**src/rtl/alu_32_seq.sv**
```systemverilog
// Multi-cycle 32-bit MIPS ALU: processes operands in SLICE_W-bit slices, one per
// cycle, with a carry register between slices and a start/finished handshake.
module alu_32_seq #(
    parameter int unsigned SLICE_W = 8
) (
    input  logic        clk,
    input  logic        rst,
    input  logic        start,
    input  logic [3:0]  alu_control,
    input  logic [31:0] a,
    input  logic [31:0] b,
    output logic [31:0] result,
    output logic        zero,
    output logic        overflow,
    output logic        err_illegal_alu_control,
    output logic        busy,
    output logic        finished
);

    localparam int unsigned DATA_W   = 32;
    localparam int unsigned N_SLICES = DATA_W / SLICE_W;
    localparam int unsigned CNT_W    = $clog2(N_SLICES);
    localparam int unsigned IDX_W    = $clog2(DATA_W);
    localparam int unsigned SUM_W    = SLICE_W + 1;

    localparam logic [CNT_W-1:0] LAST_SLICE = CNT_W'(N_SLICES - 1);

    localparam logic [0:0] S_IDLE = 1'b0;
    localparam logic [0:0] S_EXEC = 1'b1;

    localparam logic [3:0] OP_AND = 4'b0000;
    localparam logic [3:0] OP_OR  = 4'b0001;
    localparam logic [3:0] OP_ADD = 4'b0010;
    localparam logic [3:0] OP_SUB = 4'b0110;
    localparam logic [3:0] OP_SLT = 4'b0111;
    localparam logic [3:0] OP_NOR = 4'b1100;

    logic [0:0]        state, state_d;
    logic [CNT_W-1:0]  cnt, cnt_d;
    logic              carry, carry_d;
    logic [DATA_W-1:0] a_q, a_q_d;
    logic [DATA_W-1:0] b_q, b_q_d;
    logic [3:0]        ctrl_q, ctrl_q_d;
    logic [DATA_W-1:0] result_d;
    logic              zero_d;
    logic              overflow_d;
    logic              err_d;
    logic              busy_d;
    logic              finished_d;

    logic [IDX_W-1:0]   base;
    logic [SLICE_W-1:0] a_sl;
    logic [SLICE_W-1:0] b_sl;
    logic [SLICE_W-1:0] b_eff;
    logic [SLICE_W-1:0] slice_res;
    logic [SUM_W-1:0]   sum;
    logic               is_sub;
    logic               is_arith;
    logic               cin;
    logic               ovf_raw;
    logic               lt;
    logic               legal_code;

    // Request decode: only the six MIPS ALU control codes are accepted.
    always_comb begin
        legal_code = 1'b0;
        case (alu_control)
            OP_AND, OP_OR, OP_ADD, OP_SUB, OP_SLT, OP_NOR: legal_code = 1'b1;
            default: legal_code = 1'b0;
        endcase
    end

    // Slice datapath on the latched operands for the current slice index.
    always_comb begin
        base     = IDX_W'(32'(cnt) * SLICE_W);
        a_sl     = a_q[base +: SLICE_W];
        b_sl     = b_q[base +: SLICE_W];
        is_sub   = (ctrl_q == OP_SUB) || (ctrl_q == OP_SLT);
        is_arith = (ctrl_q == OP_ADD) || (ctrl_q == OP_SUB);
        b_eff    = is_sub ? ~b_sl : b_sl;
        cin      = (cnt == '0) ? is_sub : carry;
        sum      = SUM_W'(a_sl) + SUM_W'(b_eff) + SUM_W'(cin);
        // Only meaningful on the top slice, where the msbs are bit 31.
        ovf_raw  = (a_sl[SLICE_W-1] == b_eff[SLICE_W-1]) &&
                   (sum[SLICE_W-1] != a_sl[SLICE_W-1]);
        lt       = sum[SLICE_W-1] ^ ovf_raw;
        case (ctrl_q)
            OP_AND:  slice_res = a_sl & b_sl;
            OP_OR:   slice_res = a_sl | b_sl;
            OP_NOR:  slice_res = ~(a_sl | b_sl);
            default: slice_res = sum[SLICE_W-1:0];
        endcase
    end

    // Next-state and registered-output logic.
    always_comb begin
        state_d    = state;
        cnt_d      = cnt;
        carry_d    = carry;
        a_q_d      = a_q;
        b_q_d      = b_q;
        ctrl_q_d   = ctrl_q;
        result_d   = result;
        zero_d     = zero;
        overflow_d = overflow;
        err_d      = err_illegal_alu_control;
        busy_d     = busy;
        finished_d = 1'b0;

        case (state)
            S_IDLE: begin
                if (start) begin
                    a_q_d    = a;
                    b_q_d    = b;
                    ctrl_q_d = alu_control;
                    result_d   = '0;
                    overflow_d = 1'b0;
                    if (legal_code) begin
                        state_d = S_EXEC;
                        cnt_d   = '0;
                        carry_d = 1'b0;
                        zero_d  = 1'b0;
                        err_d   = 1'b0;
                        busy_d  = 1'b1;
                    end else begin
                        zero_d     = 1'b1;
                        err_d      = 1'b1;
                        finished_d = 1'b1;
                    end
                end
            end
            S_EXEC: begin
                result_d[base +: SLICE_W] = slice_res;
                carry_d = sum[SLICE_W];
                cnt_d   = cnt + 1'b1;
                if (cnt == LAST_SLICE) begin
                    if (ctrl_q == OP_SLT) begin
                        result_d = DATA_W'(lt);
                    end
                    overflow_d = is_arith && ovf_raw;
                    zero_d     = (result_d == '0);
                    state_d    = S_IDLE;
                    cnt_d      = '0;
                    busy_d     = 1'b0;
                    finished_d = 1'b1;
                end
            end
            default: begin
                state_d = S_IDLE;
                cnt_d   = '0;
                busy_d  = 1'b0;
            end
        endcase
    end

    always_ff @(posedge clk or posedge rst) begin
        if (rst) begin
            state                   <= S_IDLE;
            cnt                     <= '0;
            carry                   <= 1'b0;
            a_q                     <= '0;
            b_q                     <= '0;
            ctrl_q                  <= '0;
            result                  <= '0;
            zero                    <= 1'b0;
            overflow                <= 1'b0;
            err_illegal_alu_control <= 1'b0;
            busy                    <= 1'b0;
            finished                <= 1'b0;
        end else begin
            state                   <= state_d;
            cnt                     <= cnt_d;
            carry                   <= carry_d;
            a_q                     <= a_q_d;
            b_q                     <= b_q_d;
            ctrl_q                  <= ctrl_q_d;
            result                  <= result_d;
            zero                    <= zero_d;
            overflow                <= overflow_d;
            err_illegal_alu_control <= err_d;
            busy                    <= busy_d;
            finished                <= finished_d;
        end
    end

endmodule
```
**config.mk**
```make
export PLATFORM = sky130hd
export DESIGN_NAME = alu_32_seq
export DESIGN_NICKNAME = d
export VERILOG_FILES = /design/src/rtl/alu_32_seq.sv
export SDC_FILE = /design/constraint.sdc
export NUM_CORES = 1
export LEC_CHECK = 0
export ABC_AREA = 0
export CAP_MARGIN = 20
export CORE_MARGIN = 5
export CORE_UTILIZATION = 54
export CTS_BUF_LIST = sky130_fd_sc_hd__clkbuf_4 sky130_fd_sc_hd__clkbuf_8
export DETAILED_ROUTE_END_ITERATION = 10
export HOLD_SLACK_MARGIN = 0.03
export PLACE_DENSITY = 0.92
export SLEW_MARGIN = 20
export SYNTH_ARGS = -nofsm -noshare
export SYNTH_HDL_FRONTEND = slang
export SYNTH_SLANG_ARGS = --single-unit
```
**constraint.sdc**
```tcl
create_clock -name clk -period 4.8 [get_ports clk]
set_input_delay 0.72 -clock clk [delete_from_list [all_inputs] [get_ports clk]]
set_output_delay 0.72 -clock clk [all_outputs]
set_load 0.03 [all_outputs]
```
After elaboration in Yosys (flattened, before gate mapping)
Index checks and enable logic that the tools add are counted.
W data, S select, Z words.
{ "totals": {"input_bits": 71, "regBits": 109} }
{ "op_classes": {"n_eq_ne": 16, "mux": 36, "shifts": 4, "n_reduce_logical": 13, "n_addsub": 4, "bitwise": 6} }
{ "op_table": {"columns": ["cell", "n"], "rows": [
  ["$mux W32", 5],
  ["$pmux W32 S2", 1],
  ["$shiftx A32 B6 Y8", 2],
  ["$bwmux W32", 1],
  ["$logic_not A32 Y1", 1],
  ["$shift A8 B7 Y32 const A", 1],
  ["$shiftx A8 B7 Y32", 1],
  ["$pmux W8 S3", 1],
  ["$mux W1", 17],
  ["$eq A4 B3 Y1 const B", 4],
  ["$not A8 Y8", 2],
  ["$pmux W1 S2", 6],
  ["$add A8 B8 Y9", 1],
  ["$add A9 B1 Y9", 1],
  ["$and A8 B8 Y8", 1],
  ["$eq A4 B1 Y1 const B", 2],
  ["$eq A4 B2 Y1 const B", 2],
  ["$eq A4 B4 Y1 const B", 2],
  ["$logic_not A4 Y1", 2],
  ["$mux W8", 1],
  ["$or A8 B8 Y8", 1],
  ["$neg A5 Y7", 1],
  ["$mux W2", 3],
  ["$reduce_and A2 Y1", 3],
  ["14 further kinds", 17]
]} }

Logic depth before layout (Yosys ltp)
Gate-level depths: netlist (run 1).
{ "depth": {"word_depth": 14, "depth_mapped": 18} }

Worst setup path after synthesis (run 1)
OpenSTA, ideal clock, no wires.
{ "synth_path": {"path_type": "flip-flop to flip-flop", "startpoint": "register cnt[0]", "endpoint": "register zero", "required_ns": 4.705, "n_path_buf": 2, "stages_incl_launch_ff": 17, "slack_ns": 0.948, "period_less_slack_ns": 3.852, "arrival_ns": 3.756, "path_cell_list": "dfrtp_1 > buf_6 > buf_6 > mux4_2 > xnor2_1 > ha_1 > a21oi_1 > a21o_1 > a21oi_1 > o21a_1 > nor2_1 > fa_1 > nor2_1 > a221o_1 > nor4b_1 > o2111ai_1 > o31ai_1"} }
{ "synth_via": {"elab_chain_len": 14} }
{ "synth_lines": {"columns": ["item", "line", "source"], "rows": [
  ["from (decl)", "39", "logic [CNT_W-1:0] cnt, cnt_d;"],
  ["from (signal assigned)", "172", "cnt <= cnt_d;"],
  ["$shiftx A32 B6 Y8", "77", "b_sl = b_q[base +: SLICE_W];"],
  ["$not A8 Y8", "80", "b_eff = is_sub ? ~b_sl : b_sl;"],
  ["$mux W8", "80", null],
  ["$add A8 B8 Y9", "82", "sum = SUM_W'(a_sl) + SUM_W'(b_eff) + SUM_W'(cin);"],
  ["$add A9 B1 Y9", "82", null],
  ["$pmux W8 S3 / $ne A1 B1 Y1 (equally long branches)", "87, 85", null],
  ["$shiftx A8 B7 Y32 / $logic_and A1 B1 Y1 (equally long branches)", "133, 84", null],
  ["$bwmux W32 / $xor A1 B1 Y1 (equally long branches)", "133, 86", null],
  ["$mux W32", "137", "if (ctrl_q == OP_SLT) begin"],
  ["$mux W32", "136", "if (cnt == LAST_SLICE) begin"],
  ["$mux W32", "110", "case (state)"],
  ["$logic_not A32 Y1", "141", "zero_d = (result_d == '0);"],
  ["$mux W1", "136", null],
  ["$pmux W1 S2", "110", null],
  ["to (signal assigned)", "178", "zero <= zero_d;"],
  ["to (decl)", "13", "output logic zero,"]
]} }
Several ways; a longest one is shown, not always the timed one. The select of a mux whose other input is x is not followed.
A chain may end at the register's enable or synchronous reset.

Worst setup path in the final report (run 1)
Ends and elaborated chain as after synthesis.

==> run metrics, run 1 <==
result of the run completed; leading cell type in the layout, fill and taps excluded nand2_1; final critical path time including I/O delays and setup 4.30 ns; asr flop ratio synth 100%; detailed-placement wirelength estimate 11,700 µm; Total Die Area 12,900 µm²; worst setup slack after layout 0.504 ns; Tightest Hold Check Type register to register; cell types with the largest area share after synthesis dfrtp_1, nand2_1, mux4_2; worst slew slack as a fraction of its limit 44.3%; max-cap viol count 0; proportion of layout cells with a drive suffix above 1 7.69%; share of the synthesized area in the top cell type 47.2%; startpoint types register; required time at the endpoint of the critical path 5.08 ns; maximum VDD drop 0.430 mV; total CTS buffers 9; wire length of the first global-routing pass 25,500 µm; cell type with the largest total area after synthesis dfrtp_1; Global Route Usage Sum 24.7%; DRT iter0 DRCs 403; Chip Height 113 µm; count of unique library cells instantiated by Yosys 60; number of placement rows 37; Worst Hold Depth 2; number of antenna violations at the first check in global routing 0; FF-to-FF path depth 16; global-route congestion overflow total 0; setup slack after placement 0.279 ns; synthesized net count 711; number of standard cells in the layout, taps in and fillers out 864; sequential area share after synthesis 47.2%; Setup Skew 0.0194 ns; count of flip-flops with a built-in enable after synthesis 0; CTS tree yes; count of yosys warnings during synthesis 0; htree depth 3; number of nets at the end of the flow 809; weighted congestion at the end of routability-driven global placement 0.898; crit path DAT 4.58 ns; worst hold slack 0.488 ns; measured slew at the worst slew-check pin 0.836 ns; Final Routed Wirelength 15,400 µm; Clock Root Buffer clkbuf_8; pin count of the biggest net entering global routing 71; DP Area 6970 µm²; met2 GRT Util 40.7%; RSZ-0062 raised after global routing no; antenna fix cells 0; Top Ports 108; maximum fanout along the worst path 19; quantity of hold-fixing buffers added after cts 0; Final Slew Violations 0; vias in the first global route 5,103; power density relative to cell area 841 nW/µm²; Wirelength per Cell 17.8 µm; number of port buffers 107; Top Usage Layer GRT met2; met1 track demand over resource in global routing 32.6%; maximum root-to-sink buffer count 2; number of inserted filler cells in the final layout 772; accumulated negative setup slack 0 ns; leakage component of the power 3.28 nW; post-layout power 6.04 mW; commonest cells after routing, fill and taps aside nand2_1, dfrtp_1, clkdlybuf4s50_1; sequential standard cell area 2730 µm²; main flop type after synthesis dfrtp_1; die width 113 µm; post-detailed-route via-to-cell ratio 5.88; Final Hold Violating Endpoints 0; post-route antenna net violation count 0; Yosys reg bits 109; count of mapped cells out of synthesis 625; synthesized area divided by synthesized cell count 9.24 µm²; clock slew at reported path FFs 0.10 ns; clock insertion delay at the later pin of the skew report 0.39 ns; path type of the worst setup path register to register; final standard cell utilization of the core 69.3%; Multi-input gate area 2880 µm²; area added between synthesis and finish 24.3%; Clock Sinks 109; final std cell area, no fill 7180 µm²; placeable core region 10,400 µm²; Starting Density 55.7%; highest clock frequency the design can meet 233 MHz; total iterations of the first detailed-routing run 5; cell count after placement 848; Vias 5,080; met3 layer usage reported by global route 3.55%; number of failing setup endpoints in the final timing report 0; summed instance area of the synthesized netlist 5780 µm²; period utilisation layout 89.5%; post-route DRC violation count 0; Critical Path Sink Type register
## state kept, by name, indices dropped and copies added (netlist names)
| name | count |
|---|---|
| a_q | 32 |
| overflow | 1 |
| cnt | 2 |
| zero | 1 |
| result | 32 |
| b_q | 32 |
| finished | 1 |
| ctrl_q | 4 |
| state | 1 |
| busy | 1 |
| carry | 1 |
| err_illegal_alu_control | 1 |
## cell usage after synthesis, types with 3 or more instances
cell type	instances
a22o_1	17
o21ai_1	4
dfrtp_1	109
or3_1	3
o21ai_0	27
nand3b_1	3
ha_1	12
clkbuf_1	24
fa_1	3
nand2_1	241
mux4_2	16
nand3_1	6
o31ai_1	3
nor2_1	24
inv_1	12
nand2b_1	3
nor4_1	10
xnor2_1	10
a21oi_1	15
buf_2	4
nor3_1	14
nor3b_1	5
nor4b_1	5
o22ai_1	6
xor2_1	3
## layer usage
layer	vias up	wire, µm
li1	2357	-
met3	39	956
met2	217	7370
met1	2467	6530
met4	0	517
met5	-	0
## kinds of logic after synthesis
family                   count (synthesis)  share of synthesized area [%]
flip-flops                             109                           47.2
multiplexers                            19                           7.34
XOR/XNOR                                13                           1.97
AO/OA/AOI/OAI                           97                           11.9
buffers and inverters                   42                           3.07
adder cells (fa/ha/maj)                 17                           4.03
AND/OR/NAND/NOR                        328                           24.5
## cell type report
class                   count  share of cell area (%)
multi-input cells         474                    40.1
clock inverters             7                    1.15
repair buffers            117                    16.0
clock buffers               9                    1.72
well taps                 136                    2.37
flip-flops and latches    109                    38.0
inverters                  12                   0.662
## worst max-delay path, stage by stage, from the launching register on
cell and delay (ns):
dfrtp_2 0.65, buf_4 0.30, inv_1 0.17, ha_1 0.26, mux2_2 0.26, fa_1 0.22
nand3_1 0.11, a21o_1 0.19, a21oi_1 0.18, o21a_1 0.13, nor2_1 0.05, fa_1 0.52
nor2_1 0.06, a221o_1 0.40, nor4b_1 0.32, o2111ai_1 0.14, o31ai_1 0.22
## worst paths after layout
path                            slack (ns)        end     from
worst max-delay path                  0.50       zero   cnt[0]
worst min-delay path                  0.49    a_q[12]  a_q[12]
worst max register to register        0.50       zero   cnt[0]
worst min register to register        0.49    a_q[12]  a_q[12]
max in group asynchronous             2.93     b_q[3]      rst
min in group asynchronous             0.85  result[0]      rst
## power breakdown
part	total, mW	internal, mW	switching (mW)
registers	1.69	1.29	0.398
logic	3.76	1.55	2.21
clock network	0.582	0.249	0.334
total	6.04	3.10	2.94
## what timing repair did
| item | CTS | global route |
|---|---|---|
| endpoints found under the setup margin | 0 | 1 |
| buffers inserted | 0 | 0 |
| resized for setup | 0 | 1 |
(Power assumes the default switching activity.)
==> run 2: changes to the inputs <==
Settings changed: CORE_UTILIZATION 54 to 40, PLACE_DENSITY 0.92 to 0.74.
==> run 2 against run 1 <==
Effect of this change:
- first-iteration DRC count grew 5.7%
- critical path depth shrank 2
- sequential share of layout area shrank 0.32 points
- routed wire length shrank 2.4%
- non-clock buffer count is the same
- clock skew shrank 0.0064 ns
- final cell count grew 5.6%
- count of clock-buffer cells in the layout grew 2
- sequential cell count is the same
- clock power is essentially flat
- maximum frequency shrank 0.89%
- critical endpoint unchanged
- highest routed layer unchanged
==> run metrics, run 2 (synthesized netlist as in run 1, its figures left out) <==
antenna fix cells 0 (unchanged); maximum VDD drop 0.394 mV (-8.4%); weighted congestion at the end of routability-driven global placement 0.924 (+2.9%); Clock Sinks 109 (unchanged); number of antenna violations at the first check in global routing 0 (unchanged); registers with the most flip-flops a_q x32, b_q x32, result x32; commonest cells after routing, fill and taps aside nand2_1, dfrtp_1, clkdlybuf4s50_1; RSZ-0062 raised after global routing no; worst slew slack as a fraction of its limit 48.6% (+4.4 points); measured slew at the worst slew-check pin 0.766 ns (-0.0700 ns); detailed-placement wirelength estimate 11,500 µm (-1.3%); Top Ports 108 (unchanged); power density relative to cell area 831 nW/µm² (-1.2%); crit path DAT 4.63 ns (+0.05 ns); Wirelength per Cell 16.4 µm (-7.5%); number of nets at the end of the flow 809 (unchanged); area added between synthesis and finish 25.3%; sequential standard cell area 2730 µm² (about the same); cell count after placement 896 (+5.7%); number of inserted filler cells in the final layout 1,351 (+75%); Resized Gates After CTS 0 (unchanged); Comb pwr share 62.7% (+0.4 points); switching share of power 48.3% (-0.35 points); max-cap viol count 0 (unchanged); DRT iter0 DRCs 426 (+5.7%); internal power consumption 3.11 mW (+0.28%); Final Slew Violations 0 (unchanged); total CTS buffers 9 (unchanged); pin count of the biggest net entering global routing 71 (unchanged); maximum root-to-sink buffer count 2 (unchanged); total iterations of the first detailed-routing run 4 (-1); Tightest Hold Check Type register to register; required time at the endpoint of the critical path 5.10 ns (+0.02 ns); path type of the worst setup path register to register; Setup Skew 0.0130 ns (-0.00640 ns); Multi-input gate area 2880 µm² (unchanged); placeable core region 14,400 µm² (+39%); startpoint types register; final critical path time including I/O delays and setup 4.34 ns (+0.0386 ns); die width 130 µm (+15%); Chip Height 130 µm (+15%); number of failing setup endpoints in the final timing report 0 (unchanged); clock insertion delay at the later pin of the skew report 0.39 ns (about the same); register share of total power 27.7% (-0.3 points); number of placement rows 44 (+19%); maximum fanout along the worst path 12 (-7); Starting Density 40.2% (-16 points); highest clock frequency the design can meet 231 MHz (-0.89%); htree depth 3 (unchanged); Critical Path Sink Type register; clock slew at reported path FFs 0.11 ns (about the same); proportion of power drawn by the clock network 9.6% (about the same); post-route DRC violation count 0 (unchanged); number of port buffers 107 (unchanged); post-route antenna net violation count 0 (unchanged); Total Die Area 16,900 µm² (+32%); proportion of layout cells with a drive suffix above 1 7.55% (-0.14 points); Post CTS Setup Buffer Count 0 (unchanged); result of the run completed; wire length of the first global-routing pass 24,500 µm (-4.2%); global-route congestion overflow total 0 (unchanged); final standard cell utilization of the core 50.4% (-19 points); vias in the first global route 4,753 (-6.9%); Final Hold Violating Endpoints 0 (unchanged); leakage component of the power 3.29 nW (+0.17%); quantity of hold-fixing buffers added after cts 0 (unchanged); Global Route Usage Sum 18.4% (-6.3 points); final std cell area, no fill 7240 µm² (+0.80%); number of standard cells in the layout, taps in and fillers out 912 (+5.6%); Vias 4,816 (-5.2%); Psw 2.91 mW (-1.1%); period utilisation layout 90.3% (+0.80 points); CTS tree yes; Clock Root Buffer clkbuf_8; accumulated negative setup slack 0 ns (unchanged); Final Routed Wirelength 15,000 µm (-2.4%); leading cell type in the layout, fill and taps excluded nand2_1; DP Area 7030 µm² (+0.86%); post-detailed-route via-to-cell ratio 5.28 (-10%)
[run 2: worst max-delay path, stage by stage, from the launching register on]
cell,delay (ns)
dfrtp_1,0.68
buf_4,0.30
mux4_2,0.58
ha_1,0.38
nand2_1,0.08
a21o_1,0.18
a21oi_1,0.16
o21a_1,0.13
nor2_1,0.05
fa_1,0.51
nor2_1,0.05
a221o_1,0.40
o41ai_1,0.32
o2111ai_1,0.18
o31ai_1,0.22
[run 2: worst paths after layout]
check	startpoint	endpoint	cells past startpoint	slack, ns
worst max-delay path	cnt[0]	zero	14	0.46
worst min-delay path	a_q[20]	a_q[20]	2	0.48
worst max register to register	cnt[0]	zero	14	0.46
worst min register to register	a_q[20]	a_q[20]	2	0.48
max in group asynchronous	rst	a_q[18]	3	3.13
min in group asynchronous	rst	ctrl_q[2]	2	0.77
[run 2: area by class of cell]
class / count / share of cell area (%)
Tap cell: 184 / 3.18
Multi-Input combinational cell: 474 / 39.8
Clock inverter: 5 / 0.916
Inverter: 12 / 0.657
Sequential cell: 109 / 37.7
Timing Repair Buffer: 117 / 15.8
Clock buffer: 11 / 1.92
[run 2: layer usage]
layer	routed length, µm	track usage (%)	up-vias
li1	-	-	2357
met1	6770	26.0	2248
met2	6620	27.4	182
met3	1150	4.22	29
met4	463	7.46	0
met5	0	0	-
[run 2: metrics by stage]
| stage | total power, mW | hold slack, ns | setup slack, ns |
|---|---|---|---|
| 3_5_place_dp | 5.41 | 0.460 | 0.526 |
| 2_1_floorplan | 4.27 | 0.440 | 0.948 |
| 5_1_grt | 6.49 | 0.510 | 0.205 |
| 4_1_cts | 6.00 | 0.486 | 0.477 |
| 6_report | 6.01 | 0.478 | 0.465 |
| 3_3_place_gp | 5.32 | 0.458 | 0.664 |
[run 2: power by group through the flow]
stage	combinational (mW)	sequential, mW	clock [mW]
finish	3.77	1.67	0.579
global route	4.14	1.71	0.633
CTS	3.74	1.66	0.593
global placement	3.65	1.68	0
floorplan	2.64	1.64	0
detailed placement	3.73	1.68	0
==> run 3: changes to the inputs <==
Settings changed: CORE_MARGIN 5 to 4.
==> run 3 against run 2 <==
Effect of this change:
- clock power fell by 2%
- non-clock buffer count did not move
- setup slack got worse by 0.062 ns
- routed wire length rose by 4.7%
- final area fell by 0.14%
- maximum frequency fell by 1.4%
- highest routed layer unchanged
- die area fell by 3.0%
- via count rose by 4.0%
- critical path depth rose by 1
- sequential cell count did not move
- register-to-register slack got worse by 0.06 ns
- critical path type unchanged
- power rose by 0.83%
==> run metrics, run 3 (synthesized netlist as in run 1, its figures left out) <==
result of the run completed; cell count after placement 892 (-0.45%); endpoint of the lowest-slack register-to-register path zero; total iterations of the first detailed-routing run 5 (+1); area added between synthesis and finish 25.1%; registers with the most flip-flops a_q x32, b_q x32, result x32; proportion of layout cells with a drive suffix above 1 7.43% (-0.13 points); longest individual stage delay on the worst path 0.54 ns (-0.14 ns); highest clock frequency the design can meet 227 MHz (-1.4%); post-route antenna net violation count 0 (unchanged); RSZ-0062 raised after global routing no; power density relative to cell area 839 nW/µm² (+0.97%); Comb pwr share 62.8% (about the same); max-cap viol count 0 (unchanged); number of placement rows 43 (-2.3%); Critical Path Sink Type register; crit path DAT 4.70 ns (+0.07 ns); most repeated library cell on the critical path nor2_1; Clock Root Buffer clkbuf_8; htree depth 3 (unchanged); clock insertion delay at the later pin of the skew report 0.39 ns (about the same); measured slew at the worst slew-check pin 0.736 ns (-0.0302 ns); maximum fanout along the worst path 10 (-2); Critical Path Sink zero; placeable core region 14,000 µm² (-2.6%); Critical path origin cnt[0]; Final Routed Wirelength 15,700 µm (+4.7%); vias in the first global route 5,091 (+7.1%); total CTS buffers 9 (unchanged); Final Slew Violations 0 (unchanged); worst reg2reg startpoint cnt[0]; Chip Height 128 µm (-1.5%); number of antenna violations at the first check in global routing 0 (unchanged); crit path buf inv count 1 (unchanged); pin count of the biggest net entering global routing 84 (+18%); Starting Density 41.3% (+1.1 points); critical path depth 15 (+1); switching share of power 48.7% (+0.37 points); maximum VDD drop 0.394 mV (about the same); Critical Path, Cell by Cell buf_4 -> mux4_2 -> xnor2_1 -> ha_1 -> nand3_1 -> a21o_1 -> a21oi_1 -> o21a_1 -> nor2_1 -> fa_1 -> nor2_1 -> a221o_1 -> nor4b_1 -> o2111ai_1 -> o31ai_1; number of failing setup endpoints in the final timing report 0 (unchanged); number of port buffers 107 (unchanged); leading cell type in the layout, fill and taps excluded nand2_1; commonest cells after routing, fill and taps aside nand2_1, dfrtp_1, clkdlybuf4s50_1; Setup Skew 0.00728 ns (-0.00572 ns); number of inserted filler cells in the final layout 1,303 (-3.6%); critical path's slowest cell mux4_2; antenna fix cells 0 (unchanged); detailed-placement wirelength estimate 12,100 µm (+4.4%); wire length of the first global-routing pass 25,500 µm (+4.2%); post-detailed-route via-to-cell ratio 5.52 (+4.6%); Clock Sinks 109 (unchanged); leakage component of the power 3.28 nW (-0.11%); Top Ports 108 (unchanged); quantity of hold-fixing buffers added after cts 0 (unchanged); internal power consumption 3.11 mW (+0.11%); Global Route Usage Sum 19.6% (+1.2 points); worst slew slack as a fraction of its limit 50.9% (+2.3 points); Total Die Area 16,400 µm² (-3.0%); number of nets at the end of the flow 809 (unchanged); clock slew at reported path FFs 0.10 ns (about the same); die width 128 µm (-1.5%); FF-to-FF path depth 15 (+1); CTS tree yes; accumulated negative setup slack 0 ns (unchanged); proportion of power drawn by the clock network 9.4% (-0.2 points); Final Hold Violating Endpoints 0 (unchanged); Tightest Hold Check Type register to register; required time at the endpoint of the critical path 5.10 ns (about the same); Resized Gates After CTS 0 (unchanged); kind of cell with the highest combined delay on the critical path compound AO/OA/AOI/OAI gates; period utilisation layout 91.6% (+1.3 points); path type of the worst setup path register to register; post-route DRC violation count 0 (unchanged); Psw 2.95 mW (+1.6%); global-route congestion overflow total 0 (unchanged); maximum root-to-sink buffer count 2 (unchanged); Vias 5,010 (+4.0%); number of standard cells in the layout, taps in and fillers out 907 (-0.55%); Wirelength per Cell 17.3 µm (+5.2%); Post CTS Setup Buffer Count 0 (unchanged); register share of total power 27.9% (+0.2 points); register-to-register setup slack 0.40 ns (-0.06 ns); weighted congestion at the end of routability-driven global placement 0.939 (+1.7%); DRT iter0 DRCs 427 (+0.23%); final critical path time including I/O delays and setup 4.40 ns (+0.0619 ns); startpoint types register
## run 3: power by group through the flow
stage | clock network (mW) | logic, mW | registers [mW]
2_1_floorplan | 0 | 2.64 | 1.64
3_3_place_gp | 0 | 3.66 | 1.68
3_5_place_dp | 0 | 3.75 | 1.70
4_1_cts | 0.583 | 3.77 | 1.68
5_1_grt | 0.619 | 4.16 | 1.73
6_report | 0.568 | 3.81 | 1.69
## run 3: metrics by stage
stage          utilization (%)  hold WS [ns]  instance area (µm²)  power, mW  setup slack (ns)
2_1_floorplan                -         0.440                 5780       4.27             0.948
3_3_place_gp              50.3         0.464                 7030       5.34             0.716
3_5_place_dp              50.3         0.468                 7030       5.45             0.492
4_1_cts                   51.7         0.491                 7230       6.04             0.471
5_1_grt                   51.7         0.509                 7230       6.51            0.0747
6_report                  51.7         0.488                 7230       6.06             0.403
## run 3: how the worst min path moves through the flow
stage,from,to,cells after the start
floorplan,a_q[19],a_q[19],2
global placement,b_q[22],b_q[22],2
detailed placement,a_q[6],a_q[6],2
CTS,a_q[6],a_q[6],2
global route,a_q[30],a_q[30],2
finish,a_q[30],a_q[30],2
## run 3: layout make-up
cell class / count / area (µm²) / area share (%)
Sequential cell: 109 / 2730 / 37.7
Multi-Input combinational cell: 474 / 2880 / 39.9
Clock buffer: 10 / 138 / 1.90
Inverter: 12 / 50.0 / 0.692
Tap cell: 180 / 225 / 3.12
Timing Repair Buffer: 117 / 1150 / 15.9
Clock inverter: 5 / 60.1 / 0.831
## run 3: routing by layer
metal / global-route usage [%] / vias up / wire length [µm]
li1: - / 2356 / -
met1: 25.2 / 2425 / 6540
met2: 32.9 / 201 / 7690
met3: 4.58 / 28 / 1140
met4: 5.99 / 0 / 332
met5: 0 / - / 0
## run 3: worst reg2reg max path, delay by kind of cell (launching register included)
family | cells | cell delay [ns]
adders and majority gates | 2 | 0.90
and+or+nand+nor | 4 | 0.65
buffers and inverters | 1 | 0.26
muxes | 1 | 0.54
AOI/OAI and AO/OA | 6 | 1.30
xor gates and xnor gates | 1 | 0.14
DFF | 1 | 0.52
